### src/rtl/key_pulse_gen.sv
// key_pulse_gen: front-panel key conditioning.
// Each of the five raw push-buttons goes through its own channel:
//   - a 2-flop synchroniser
//   - a debounce counter
//   - a one-clock press-pulse generator
// The channels are identical and fully independent.
//
// Ports:
//   clk, rst             clock; asynchronous active-high reset
//   key_*_in             raw asynchronous button inputs
//   RESTARTdown..        registered one-cycle press pulses
//   DownDown
//   key_level[4:0]       debounced levels, 1 = pressed, {restart,left,right,up,down}
//   any_down             OR of the five press pulses

// Per-key channel.
// A level change is accepted only after s2 has differed from the
// accepted level for CNT_MAX consecutive cycles. A press raises pulse
// for one cycle; a release is silent.
module key_pulse_chan #(
  parameter int CNT_W      = 20,
  parameter int CNT_MAX    = 1_000_000,
  parameter bit KEY_ACTIVE = 1'b1
) (
  input  logic clk,
  input  logic rst,
  input  logic raw,
  output logic level,
  output logic pulse
);
  localparam logic [CNT_W-1:0] CNT_LAST = CNT_W'(CNT_MAX - 1);

  // Normalise before the synchroniser so everything downstream is 1 = pressed.
  logic             p;
  logic             s1, s2;
  logic [CNT_W-1:0] cnt;

  assign p = KEY_ACTIVE ? raw : ~raw;

  always_ff @(posedge clk or posedge rst) begin
    if (rst) begin
      s1    <= 1'b0;
      s2    <= 1'b0;
      cnt   <= '0;
      level <= 1'b0;
      pulse <= 1'b0;
    end else begin
      s1    <= p;
      s2    <= s1;
      pulse <= 1'b0;
      if (s2 == level) begin
        // Any return to the accepted level restarts the qualification window.
        cnt <= '0;
      end else if (cnt == CNT_LAST) begin
        level <= s2;
        cnt   <= '0;
        pulse <= s2;
      end else begin
        // The counter stops at CNT_LAST, so it never wraps.
        cnt <= cnt + CNT_W'(1);
      end
    end
  end
endmodule

module key_pulse_gen #(
  parameter int CNT_W      = 20,
  parameter int CNT_MAX    = 1_000_000,
  parameter bit KEY_ACTIVE = 1'b1
) (
  input  logic       clk,
  input  logic       rst,
  input  logic       key_restart_in,
  input  logic       key_left_in,
  input  logic       key_right_in,
  input  logic       key_up_in,
  input  logic       key_down_in,
  output logic       RESTARTdown,
  output logic       LeftDown,
  output logic       RightDown,
  output logic       UpDown,
  output logic       DownDown,
  output logic [4:0] key_level,
  output logic       any_down
);
  localparam int NUM_KEYS = 5;

  logic [NUM_KEYS-1:0] raw;
  logic [NUM_KEYS-1:0] pulse;

  // Bit order {restart, left, right, up, down} matches key_level.
  assign raw = {key_restart_in, key_left_in, key_right_in, key_up_in, key_down_in};

  key_pulse_chan #(
    .CNT_W     (CNT_W),
    .CNT_MAX   (CNT_MAX),
    .KEY_ACTIVE(KEY_ACTIVE)
  ) u_chan [NUM_KEYS-1:0] (
    .clk  (clk),
    .rst  (rst),
    .raw  (raw),
    .level(key_level),
    .pulse(pulse)
  );

  assign RESTARTdown = pulse[4];
  assign LeftDown    = pulse[3];
  assign RightDown   = pulse[2];
  assign UpDown      = pulse[1];
  assign DownDown    = pulse[0];
  assign any_down    = |pulse;
endmodule

### config.mk
export PLATFORM = sky130hd
export DESIGN_NAME = key_pulse_gen
export DESIGN_NICKNAME = d
export VERILOG_FILES = /design/src/rtl/key_pulse_gen.sv
export SDC_FILE = /design/constraint.sdc
export NUM_CORES = 1
export LEC_CHECK = 0
export CORE_ASPECT_RATIO = 1.25
export CORE_MARGIN = 4
export CORE_UTILIZATION = 30
export DETAILED_ROUTE_END_ITERATION = 10
export GPL_ROUTABILITY_DRIVEN = 0
export GPL_TIMING_DRIVEN = 0
export PLACE_DENSITY_LB_ADDON = 0.12
export SLEW_MARGIN = 20
export SYNTH_ARGS = -nofsm -noshare
export SYNTH_HDL_FRONTEND = slang
export SYNTH_SLANG_ARGS = --single-unit
export TNS_END_PERCENT = 5
### constraint.sdc
create_clock -name clk -period 10.3 [get_ports clk]
set_clock_uncertainty 0.15 [all_clocks]
set_input_delay 2.06 -clock clk [delete_from_list [all_inputs] [get_ports clk]]
set_output_delay 2.06 -clock clk [all_outputs]
set_load 0.05 [all_outputs]
==> impl_metrics.csv <==
group,metric,value,unit
pwr,ir_worst_vdd,0.000139,V
synthesis,synth_cell_types,39,
floorplan,die_area,0.0212,mm²
routing,drc,0,
clock_network,cts_sinks,120,
clock_network,cts_hold_buf,0,
clock_network,cts_buffers,17,
cells_and_area,layout_commonest_cell,"dfrtp_1",
floorplan,start_util,30.4,%
clock_network,clk_pin_slew,50,ps
placed_design,portBuffers,17,
setup_path,worstReg2RegStart,"u_chan[4].cnt[0]",
setup_path,crit_path_end_kind,"output pin",
run,cap_violations,0,
cells_and_area,antenna_cells,0,
clock_network,clockBufferDepth,2,
timing,max_freq,0.251,GHz
grt,grt-ovfl-total,0,
routing,first_iter_violations,138,
clock_network,cts_tree,"built",
placed_design,dp.final_hpwl,8.01,mm
setup_path,rr_worst_depth,5,
timing,maxSlewViolCount,0,
synthesis,async_flop_share,100,%
clock_network,h-tree-depth,4,
setup_path,critPathLaunchType,"flop",
setup_path,r2r_slack,7860,ps
cells_and_area,layout-drive-gt1-share,8.90,%
routing,wl_per_cell,13.5,µm
setup_path,cp_max_fo,2,
synthesis,syn_area,0.00568,mm²
clock_network,cts_post_setup_buffers_inserted,0,
routing,first_pass_iters,4,
floorplan,core_area,0.0187,mm²
synthesis,synth_edf_count,0,
synthesis,ys_seq_area_share,52.9,%
cells_and_area,area_delta_synth_final,18.8,%
grt,grt_start_max_net_pins,72,
cells_and_area,layout_common_cells,"dfrtp_1, nor2_1, xnor2_1",
setup_path,regToRegEndpoint,"u_chan[4].cnt[10]",
floorplan,num_rows,56,
setup_path,cp-endpoint,"any_down",
synthesis,netlist_instances,568,
synthesis,synth_nets,580,
timing,slew_headroom,49.3,%
grt,grt_pass1_wl,20.6,mm
setup_path,path_class,"reg2out",
clock_network,cts_resized,0,
timing,fin_setup_tns,0,ps
timing,rsz0062_at_grt,"false",
cells_and_area,n_fill_cell,1850,
routing,drt-total-wl,11.5,mm
status,status,"completed",
pwr,total_power,1090,µW
synthesis,ys.flop_type,"dfrtp_1",
routing,via_count,4133,
grt,grt_usage,12.2,%
synthesis,synth-warning-count,0,
routing,viasPerCell,4.86,
timing,fin_crit,3990,ps
setup_path,cp.required,8090,ps
cells_and_area,finalNetCount,617,
timing,worstMarginPinSlew,756,ps
timing,setup_violations,0,
grt,first_global_vias,4296,
floorplan,top_level_ports,18,
timing,min_period_over_period,38.7,%
routing,ant_nets,0,
grt,antenna_found_initial,0,
worst_hold_path,hold_class,"reg2reg",
setup_path,cp-startpoint,"u_chan[1].pulse",
synthesis,syn_area_per_cell,10.0,µm²
pwr,power.density,162,mW/mm²
floorplan,die_w,131,µm
clock_network,clk_latency,420,ps
pwr,p_leak,0.00266,µW
clock_network,root_buffer,"clkbuf_16",
floorplan,die_h,162,µm
timing,hold_viol,0,
setup_path,crit_arrival,1780,ps
synthesis,ys_seq_elements,120,
==> per-layer routing <==
metal / vias up / GRT usage (%) / share of wire, %
met4: 0 / 5.43 / 2.0
met5: - / 0 / 0
met1: 2005 / 15.1 / 45
met2: 48 / 19.8 / 50
met3: 11 / 3.45 / 2.9
li1: 2069 / - / -
==> logic make-up after synthesis <==
group	share of synthesized area, %
XOR/XNOR	11.3
AND/OR/NAND/NOR	26.0
buffers and inverters	2.64
flip-flops	52.9
adder cells (fa/ha/maj)	1.10
AO/OA/AOI/OAI	4.74
multiplexers	1.34
==> power by group <==
part	switching [µW]	total [µW]	internal, µW	leakage (µW)
Clock	205	578	373	0.000280
Combinational	20.9	30.2	9.38	0.000734
Sequential	5.71	484	479	0.00164
Total	231	1090	861	0.00266
==> flip-flops by register name, summed over array words and instances (netlist names) <==
| name | cells |
|---|---|
| u_chan.cnt | 100 |
| u_chan.s2 | 5 |
| u_chan.level | 5 |
| u_chan.s1 | 5 |
| u_chan.pulse | 5 |
==> area by class of cell <==
class	instances	area, µm²	share of cell area (%)
Buffer	14	75.1	1.11
Tap cell	232	290	4.30
Sequential cell	120	3000	44.5
Timing Repair Buffer	18	198	2.93
Multi-Input combinational cell	414	2520	37.4
Clock buffer	24	482	7.14
Inverter	20	80.1	1.19
Clock inverter	8	95.1	1.41
==> worst max-delay path, cell delays in order (launching register included) <==
cell             delay, ps
dfrtp_1                420
nor3_1                 190
nand2_1                 70
clkdlybuf4s50_1        690
==> worst min-delay path by stage <==
stage / cells past startpoint / from / to
finish: 0 / u_chan[0].s1 / u_chan[0].s2
global route: 0 / u_chan[0].s1 / u_chan[0].s2
CTS: 0 / u_chan[3].s1 / u_chan[3].s2
detailed placement: 0 / u_chan[0].s1 / u_chan[0].s2
global placement: 0 / u_chan[0].s1 / u_chan[0].s2
floorplan: 0 / u_chan[0].s1 / u_chan[0].s2
==> metrics by stage <==
stage / util (%) / hold WS, ps / setup WS [ps] / instance area [µm²] / cells
6_report: 36.1 / 197 / 6310 / 6750 / 850
5_1_grt: 36.1 / 208 / 6180 / 6750 / 850
4_1_cts: 36.1 / 201 / 6270 / 6750 / 850
3_5_place_dp: 33.0 / 186 / 6730 / 6170 / 818
3_3_place_gp: 32.8 / 182 / 2960 / 6140 / 817
2_1_floorplan: - / 181 / 4900 / 5680 / 568
==> synth_stat cells, types with 3 or more instances <==
cell      instances  area [µm²]
and3b_1           3        26.3
nand4_1          19         119
xnor2_1          53         464
or4_1             9        67.6
inv_1            20        75.1
nor3_1           23         115
nor4b_1           6        52.6
buf_4             5        37.5
xor2_1           20         175
and3_1            8        50.1
nand2_1          31         116
mux2_2            5        56.3
or4b_1            3        30.0
a21oi_1          20         100
o31ai_1           8        60.1
nor4_1           23         144
buf_2             3        15.0
or3_1            13        81.3
nor2_1           90         338
nand2b_1          3        18.8
clkbuf_1          6        22.5
o21ai_0          14        70.1
dfrtp_1         120        3000
nand3_1          37         185
ha_1              5        62.6
Note: power is estimated with default switching activity, not from simulation.
